===== src/rtl/output_weight_update_if.sv =====
// Handshake/data bundle between the output-layer weight updater and its driver.
// Carries the weight load path, pass start, error inputs and the weight/status outputs.
interface output_weight_update_if;
    logic        load_i;
    logic [63:0] w_flat_i;
    logic        start_i;
    logic [22:0] final_i;
    logic [3:0]  init_i;
    logic [79:0] x_flat_i;
    logic [63:0] w_flat_o;
    logic [7:0]  w_we_o;
    logic        busy_o;
    logic        done_o;
    logic        err_zero_o;

    modport slave (
        input  load_i, w_flat_i, start_i, final_i, init_i, x_flat_i,
        output w_flat_o, w_we_o, busy_o, done_o, err_zero_o
    );

    modport master (
        output load_i, w_flat_i, start_i, final_i, init_i, x_flat_i,
        input  w_flat_o, w_we_o, busy_o, done_o, err_zero_o
    );
endinterface


===== src/rtl/output_weight_update.sv =====
// Gradient-descent update of the 8 output-layer weights, one weight per cycle.
// Pass takes 10 cycles start-to-idle (2 if err == 0); all inputs are ignored while busy.
module output_weight_update #(
    parameter int LR_SHIFT = 4,
    parameter int NW       = 8
) (
    input  logic                   clk_i,
    input  logic                   rst_i,
    output_weight_update_if.slave  bus
);
    typedef enum logic [1:0] {S_IDLE, S_UPDATE, S_DONE} state_t;

    localparam logic [2:0] LAST_IDX = 3'(NW - 1);

    state_t                 state_q, state_d;
    logic [2:0]             idx_q, idx_d;
    logic signed [23:0]     err_q, err_d;
    logic [NW-1:0][9:0]     x_q, x_d;
    logic [NW-1:0][7:0]     w_q, w_d;
    logic [7:0]             we_q, we_d;
    logic                   err_zero_q, err_zero_d;

    logic [23:0]            err_start;
    logic signed [34:0]     grad;
    logic signed [34:0]     delta;
    logic signed [35:0]     nw;
    logic [7:0]             w_upd;

    assign err_start = {1'b0, bus.final_i} - {20'd0, bus.init_i};

    // Datapath for the weight currently addressed by idx_q.
    always_comb begin
        grad  = $signed({{11{err_q[23]}}, err_q}) * $signed({25'd0, x_q[idx_q]});
        delta = grad >>> LR_SHIFT;
        nw    = $signed({28'd0, w_q[idx_q]}) - $signed({delta[34], delta});
        if (nw[35]) begin
            w_upd = 8'd0;
        end else if (|nw[34:8]) begin
            w_upd = 8'hFF;
        end else begin
            w_upd = nw[7:0];
        end
    end

    always_comb begin
        state_d    = state_q;
        idx_d      = idx_q;
        err_d      = err_q;
        x_d        = x_q;
        w_d        = w_q;
        we_d       = '0;
        err_zero_d = err_zero_q;
        case (state_q)
            S_IDLE: begin
                if (bus.load_i) begin
                    w_d = bus.w_flat_i;
                end else if (bus.start_i) begin
                    err_d      = err_start;
                    x_d        = bus.x_flat_i;
                    idx_d      = 3'd0;
                    err_zero_d = (err_start == 24'd0);
                    state_d    = (err_start == 24'd0) ? S_DONE : S_UPDATE;
                end
            end
            S_UPDATE: begin
                w_d[idx_q]  = w_upd;
                we_d[idx_q] = 1'b1;
                if (idx_q == LAST_IDX) begin
                    state_d = S_DONE;
                end else begin
                    idx_d = idx_q + 3'd1;
                end
            end
            S_DONE: begin
                state_d = S_IDLE;
                idx_d   = 3'd0;
            end
            default: begin
                state_d = S_IDLE;
                idx_d   = 3'd0;
            end
        endcase
    end

    always_ff @(posedge clk_i or negedge rst_i) begin
        if (!rst_i) begin
            state_q    <= S_IDLE;
            idx_q      <= 3'd0;
            err_q      <= '0;
            x_q        <= '0;
            w_q        <= '0;
            we_q       <= '0;
            err_zero_q <= 1'b0;
        end else begin
            state_q    <= state_d;
            idx_q      <= idx_d;
            err_q      <= err_d;
            x_q        <= x_d;
            w_q        <= w_d;
            we_q       <= we_d;
            err_zero_q <= err_zero_d;
        end
    end

    assign bus.w_flat_o   = w_q;
    assign bus.w_we_o     = we_q;
    assign bus.busy_o     = (state_q != S_IDLE);
    assign bus.done_o     = (state_q == S_DONE);
    assign bus.err_zero_o = err_zero_q;
endmodule


===== src/flat_wrapper.sv =====
// flat-port wrapper written by rule: the top's interface ports become plain ports
module output_weight_update_flat 
#(
    parameter int LR_SHIFT = 4,
    parameter int NW       = 8
)
  (clk_i, rst_i, bus_load_i, bus_w_flat_i, bus_start_i, bus_final_i, bus_init_i, bus_x_flat_i, bus_w_flat_o, bus_w_we_o, bus_busy_o, bus_done_o, bus_err_zero_o);
  output_weight_update_if bus_i ();
  input  logic clk_i;
  input  logic rst_i;
  input wire logic [$bits(bus_i.load_i)-1:0] bus_load_i;
  input wire logic [$bits(bus_i.w_flat_i)-1:0] bus_w_flat_i;
  input wire logic [$bits(bus_i.start_i)-1:0] bus_start_i;
  input wire logic [$bits(bus_i.final_i)-1:0] bus_final_i;
  input wire logic [$bits(bus_i.init_i)-1:0] bus_init_i;
  input wire logic [$bits(bus_i.x_flat_i)-1:0] bus_x_flat_i;
  output wire logic [$bits(bus_i.w_flat_o)-1:0] bus_w_flat_o;
  output wire logic [$bits(bus_i.w_we_o)-1:0] bus_w_we_o;
  output wire logic [$bits(bus_i.busy_o)-1:0] bus_busy_o;
  output wire logic [$bits(bus_i.done_o)-1:0] bus_done_o;
  output wire logic [$bits(bus_i.err_zero_o)-1:0] bus_err_zero_o;
  assign bus_i.load_i = bus_load_i;
  assign bus_i.w_flat_i = bus_w_flat_i;
  assign bus_i.start_i = bus_start_i;
  assign bus_i.final_i = bus_final_i;
  assign bus_i.init_i = bus_init_i;
  assign bus_i.x_flat_i = bus_x_flat_i;
  assign bus_w_flat_o = bus_i.w_flat_o;
  assign bus_w_we_o = bus_i.w_we_o;
  assign bus_busy_o = bus_i.busy_o;
  assign bus_done_o = bus_i.done_o;
  assign bus_err_zero_o = bus_i.err_zero_o;
  output_weight_update #(.LR_SHIFT(LR_SHIFT), .NW(NW)) u_core (.clk_i(clk_i), .rst_i(rst_i), .bus(bus_i));
endmodule

===== config.mk =====
export PLATFORM = sky130hd
export DESIGN_NAME = output_weight_update_flat
export DESIGN_NICKNAME = d
export VERILOG_FILES = /design/src/rtl/output_weight_update_if.sv /design/src/rtl/output_weight_update.sv /design/src/flat_wrapper.sv
export SDC_FILE = /design/constraint.sdc
export NUM_CORES = 1
export LEC_CHECK = 0
export ABC_AREA = 1
export BUFFER_PORTS_ARGS = -buffer_cell sky130_fd_sc_hd__buf_2
export CORE_ASPECT_RATIO = 1.25
export CORE_MARGIN = 2
export CORE_UTILIZATION = 60
export CTS_BUF_LIST = sky130_fd_sc_hd__clkbuf_16
export DETAILED_ROUTE_END_ITERATION = 6
export PLACE_DENSITY = 0.81
export SYNTH_ARGS = -nofsm -noshare
export SYNTH_HDL_FRONTEND = slang
export SYNTH_SLANG_ARGS = --single-unit

===== constraint.sdc =====
create_clock -name clk_i -period 15.1 [get_ports clk_i]
set_clock_uncertainty 0.15 [all_clocks]
set_input_delay 1.51 -clock clk_i [delete_from_list [all_inputs] [get_ports clk_i]]
set_output_delay 1.51 -clock clk_i [all_outputs]
set_load 0.02 [all_outputs]

==> Yosys cells after proc, flatten, opt, wreduce, memory -nomap -nowiden <==
Cells that the tools add are included.
W data, S select, Z words.
{ "totals": {"word_cells": 69, "ff_bits": 182, "out_inout_bits": 75, "input_bits": 175} }
{ "op_classes": {"n_bitwise": 1, "n_mux": 23, "addsub": 3, "n_reduce_logical": 10, "n_eq_ne": 8, "magnitude_cmp": 2, "multipliers": 1} }
{ "ops": {"columns": ["cell", "n"], "rows": [
  ["$pmux W64 S2", 1],
  ["$bwmux W64", 1],
  ["$mux W64", 1],
  ["$mux W8", 5],
  ["$mul A24 B11 Y35", 1],
  ["$sub A9 B31 Y32", 1],
  ["$bmux W10 S3", 1],
  ["$reduce_or A27 Y1", 1],
  ["$bmux W8 S3", 1],
  ["$demux W8 S3", 1],
  ["$logic_not A24 Y1", 1],
  ["$sub A23 B4 Y24", 1],
  ["$mux W10", 1],
  ["$mux W3", 3],
  ["$reduce_and A3 Y1", 3],
  ["$mux W2", 4],
  ["$ne A2 B2 Y1 const B", 4],
  ["$pmux W3 S2", 1],
  ["$lt A3 B4 Y1 const B", 1],
  ["$pmux W2 S2", 1],
  ["$reduce_bool A2 Y1", 2],
  ["$add A3 B1 Y3 const B", 1],
  ["$demux W1 S3", 1],
  ["$eq A3 B3 Y1 const B", 1],
  ["9 further kinds", 9]
]} }

==> Depth between registers and ports, before layout <==
{ "depth": {"word_depth": 9, "mapped_depth": 50, "mapped_depth_nobuf": 48} }

==> Least setup slack after synthesis <==
No wires, ideal clock.
{ "synth_path": {"path_kind": "register -> register", "startpoint": "register u_core.idx_q[0]", "endpoint": "register u_core.w_q (netlist bit u_core.bus.w_flat_o[60])", "synth_period_minus_slack_ns": 7.789, "stages_incl_launch_ff": 46, "slack_ns": 7.311, "arrival_ns": 7.519, "setup_ns": 0.121, "n_path_buf": 4, "required_ns": 14.829, "cell_sequence": "dfrtp_1 buf_6 inv_4 buf_6 clkbuf_1 clkbuf_1 o21ai_0 o211ai_1 nor2_1 inv_1 nand2_1 fa_1 fa_1 inv_1 ha_1 fa_1 inv_1 fa_1 [... 10 more ...] nor2_1 a21boi_0 nor2_1 nand3_4 nor2_4 nand2_4 nor2_8 nand3_1 nand2_1 nand2_1 inv_2 nor2_1 nand3_2 nor2_4 and2_4 nand2_4 nand3_1 nand2_1"} }
{ "synth_via": {"elab_chain_len": 9, "word_cells_on_any_way": 16, "classes_between": "1 x add/sub; 1 x mul; 2 x order compare; 10 x mux; 2 x reduce/logical"} }
{ "synth_rtl": {"columns": ["item", "line", "source"], "rows": [
  ["from (decl)", "output_weight_update.sv:16", "logic [2:0] idx_q, idx_d;"],
  ["from (signal assigned)", "output_weight_update.sv:96", "idx_q <= idx_d;"],
  ["$bmux W10 S3", "output_weight_update.sv:33", "grad = $signed({{11{err_q[23]}}, err_q}) * $signed({25'd0, x_q[idx_q]});"],
  ["$mux W10 (implied by the code)", "output_weight_update.sv:33", null],
  ["$mul A24 B11 Y35", "output_weight_update.sv:33", null],
  ["$sub A9 B31 Y32", "output_weight_update.sv:35", "nw = $signed({28'd0, w_q[idx_q]}) - $signed({delta[34], delta});"],
  ["$reduce_or A27 Y1", "output_weight_update.sv:38", "end else if (|nw[34:8]) begin"],
  ["$mux W8", "output_weight_update.sv:38", null],
  ["$mux W8", "output_weight_update.sv:36", "if (nw[35]) begin"],
  ["$bwmux W64 (*)", "output_weight_update.sv:66", "w_d[idx_q] = w_upd;"],
  ["$pmux W64 S2 (*)", "output_weight_update.sv:53", "case (state_q)"],
  ["to (signal assigned)", "output_weight_update.sv:99", "w_q <= w_d;"],
  ["to (decl)", "output_weight_update.sv:19", "logic [NW-1:0][7:0] w_q, w_d;"]
]} }
Mark *: on every way between the ends. The rest lies on a longest branch, timed or not. The select of a mux whose other input is x is not followed.
A chain may end at the register's enable or synchronous reset.

==> Final worst setup path <==
{ "layout_path": {"startpoint": "register u_core.idx_q[0]", "endpoint": "register u_core.w_q (netlist bit u_core.bus.w_flat_o[37])"} }
The elaborated chain is that of the path after synthesis.

==> run summary <==
• run status: finished clean
• kind of end point of the critical path: flip-flop
• top cell family by delay on the critical path: simple AND/OR/NAND/NOR gates
• gr usage total: 38.5%
• Critical Path Most Common Cell: sky130_fd_sc_hd__nand2_1
• total of fill cells in the finished design: 2753
• count of flip-flops with a built-in enable after synthesis: 0
• Synth Flop Type: sky130_fd_sc_hd__dfrtp_1
• max-slew violation count: 0
• number of search-and-repair iterations in the first detailed-routing pass: 6
• diodes inserted: 0
• clock-pin slew reported for the worst setup and hold paths after clock tree synthesis: 0.07 ns
• critical path class: reg2reg
• Critical Path Fanout Max: 63
• sequential share of the synthesized area: 23.7%
• detail-routed via count per cell: 5.70
• Worst Setup Start Kind: flip-flop
• global-route congestion overflow total: 0
• setup bufs post-CTS: 0
• count of boundary I/O pins: 250
• cell area after synthesis: 0.0192 sq mm
• chip height: 204 microns
• synthesized netlist cell count: 2584
• clock tree from TritonCTS: built
• post-route clock period utilization: 66.9%
• initial antenna violation count: 0
• Post-Route Setup TNS: 0 ns
• number of antenna-violating nets in the routed design: 0
• Port Buffer Count: 249
• Max Buffers Root-to-Sink: 2
• Die Outline Area: 0.0335 sq mm
• effective utilization at floorplan: 60.7%
• post-DP HPWL: 49100 microns
• placeable core region: 0.0317 sq mm
• Data arrival, critical path: 10.28 ns
• Slowest Stage Delay on Critical Path: 0.75 ns
• largest net degree at the start of global routing: 76
• wire length of the first global-routing pass: 97900 microns
• horizontal die dimension: 164 microns
• Avg WL per Cell: 19.3 microns
• commonest non-fill, non-tap cell in the layout: sky130_fd_sc_hd__nand2_1
• sink count of the clock tree: 182
• total vias in the final route: 18300
• Critical Path RT: 15.29 ns
• syn_nets: 3058
• DRT Wirelength: 62000 microns
• DR iter-0 viols: 1551
• number of failing setup endpoints in the final timing report: 0
• Slew HR: 23.2%
• number of buffers and inverters on the critical path: 7
• RePlAce Congestion: 0.975
• crit path time final: 10.10 ns
• worst hold slack: 0.323 ns
• count of endpoints failing hold in the final timing report: 0
• number of clock buffers inserted by TritonCTS: 17
• mean post-synth cell area: 7.44 sq um
• Area growth, synth to finish: 11.5%
• clock root buffer master: sky130_fd_sc_hd__clkbuf_16
• top achievable clock speed: 0.0990 GHz
• # H-tree levels: 4
• via count of the first global-routing pass: 18400
• row cnt: 73
• max-cap check violation count: 0
• Distinct cells, synth: 52
• Worst-Skew Late Latency: 0.46 ns
• pin slew with the least headroom to its limit: 1.15 ns
• Resized Gates After CTS: 0
• master of the slowest instance on the critical path: sky130_fd_sc_hd__clkinv_1
• class of the tightest hold or removal check: reg2reg
• count of synthesis-stage warnings from yosys: 0
• drc violations: 0
• CTS Hold Bufs: 0
• RSZ-0062 raised after global routing: false
• fraction of layout instances using a drive strength above 1: 13.6%
• asr flop ratio synth: 100%
• post-synthesis sequential element count: 182
• leading cell types in the layout, fill and taps excluded: 658 x sky130_fd_sc_hd__nand2_1, 424 x sky130_fd_sc_hd__inv_1, 326 x sky130_fd_sc_hd__nor2_1, 248 x sky130_fd_sc_hd__buf_2, 211 x sky130_fd_sc_hd__fa_1
• nets@finish: 3264
[per-layer routing]
metal	share of wire (%)	GRT usage, %	vias up
met5	0	0	-
met4	5.9	20.4	0
met3	8.0	6.66	232
met2	48	64.5	982
met1	38	47.3	8710
li1	-	-	8389
[sequential cells by signal, summed over array words and instances (netlist names)]
signal                 cells
u_core.idx_q               3
u_core.bus.w_flat_o       64
u_core.err_q              24
u_core.state_q             2
u_core.bus.w_we_o          8
u_core.bus.err_zero_o      1
u_core.x_q                80
[worst register-to-register path: cells and delay by family (launching register included)]
family	cells	cell delay, ns
buffers and inverters	7	1.59
DFF	1	0.39
adders and majority gates	7	2.82
xor gates and xnor gates	1	0.15
AOI/OAI and AO/OA	2	0.29
and+or+nand+nor	23	4.58
[per-stage QoR]
step	instances	instance area, sq um	utilization, %	setup slack, ns
after floorplan	2584	19200	-	7.31
after global placement	3183	20800	65.6	5.41
after detailed placement	3183	20800	65.6	5.12
after CTS	3215	21400	67.7	5.05
after global routing	3215	21400	67.7	4.18
final	3215	21400	67.7	5.00
[final timing paths]
kind                                                        to                   startpoint  cells after the start  slack (ns)
max                        u_core.bus.w_flat_o[37]$_DFFE_PN0P_  u_core.idx_q[0]$_DFFE_PN0P_                     40        5.00
min                                 u_core.x_q[62]$_DFFE_PN0P_   u_core.x_q[62]$_DFFE_PN0P_                      2        0.32
max reg2reg                u_core.bus.w_flat_o[37]$_DFFE_PN0P_  u_core.idx_q[0]$_DFFE_PN0P_                     40        5.00
min reg2reg                         u_core.x_q[62]$_DFFE_PN0P_   u_core.x_q[62]$_DFFE_PN0P_                      2        0.32
max in group asynchronous           u_core.x_q[41]$_DFFE_PN0P_                        rst_i                      3       11.86
min in group asynchronous       u_core.bus.w_we_o[7]$_DFF_PN0_                        rst_i                      1        0.90
[cell families after synthesis]
family / Yosys count / share of synthesized area [%]
AO/OA/AOI/OAI: 310 / 8.91
XOR/XNOR: 46 / 2.09
adder cells (fa/ha/maj): 299 / 27.7
buffers and inverters: 523 / 10.4
flip-flops: 182 / 23.7
AND/OR/NAND/NOR: 1224 / 27.3
[synth_stat cells (11+ instances only)]
master	count	area (sq um)
sky130_fd_sc_hd__a21oi_1	67	335
sky130_fd_sc_hd__a31oi_1	36	225
sky130_fd_sc_hd__clkbuf_1	61	229
sky130_fd_sc_hd__dfrtp_1	182	4550
sky130_fd_sc_hd__fa_1	211	4220
sky130_fd_sc_hd__ha_1	88	1100
sky130_fd_sc_hd__inv_1	425	1600
sky130_fd_sc_hd__inv_2	13	48.8
sky130_fd_sc_hd__nand2_1	658	2470
sky130_fd_sc_hd__nand2_2	14	87.6
sky130_fd_sc_hd__nand3_1	127	636
sky130_fd_sc_hd__nand4_1	18	113
sky130_fd_sc_hd__nor2_1	326	1220
sky130_fd_sc_hd__nor2_4	12	135
sky130_fd_sc_hd__nor3_1	17	85.1
sky130_fd_sc_hd__o21ai_0	156	781
sky130_fd_sc_hd__o22ai_1	11	68.8
sky130_fd_sc_hd__xnor2_1	16	140
sky130_fd_sc_hd__xor2_1	30	263
[area by class of cell]
| type | count | area, sq um | share of cell area (%) |
|---|---|---|---|
| sequential | 182 | 4560 | 21.2 |
| tap | 412 | 515 | 2.40 |
| multi-input combinational | 1879 | 12700 | 59.2 |
| inverter | 448 | 1680 | 7.85 |
| timing repair buffer | 262 | 1350 | 6.30 |
| clock inverter | 15 | 215 | 1.00 |
| clock buffer | 17 | 425 | 1.98 |
Power is left out: the tool's default activity adds up to more than one toggle a clock period on the data nets, which glitch-free logic cannot reach.
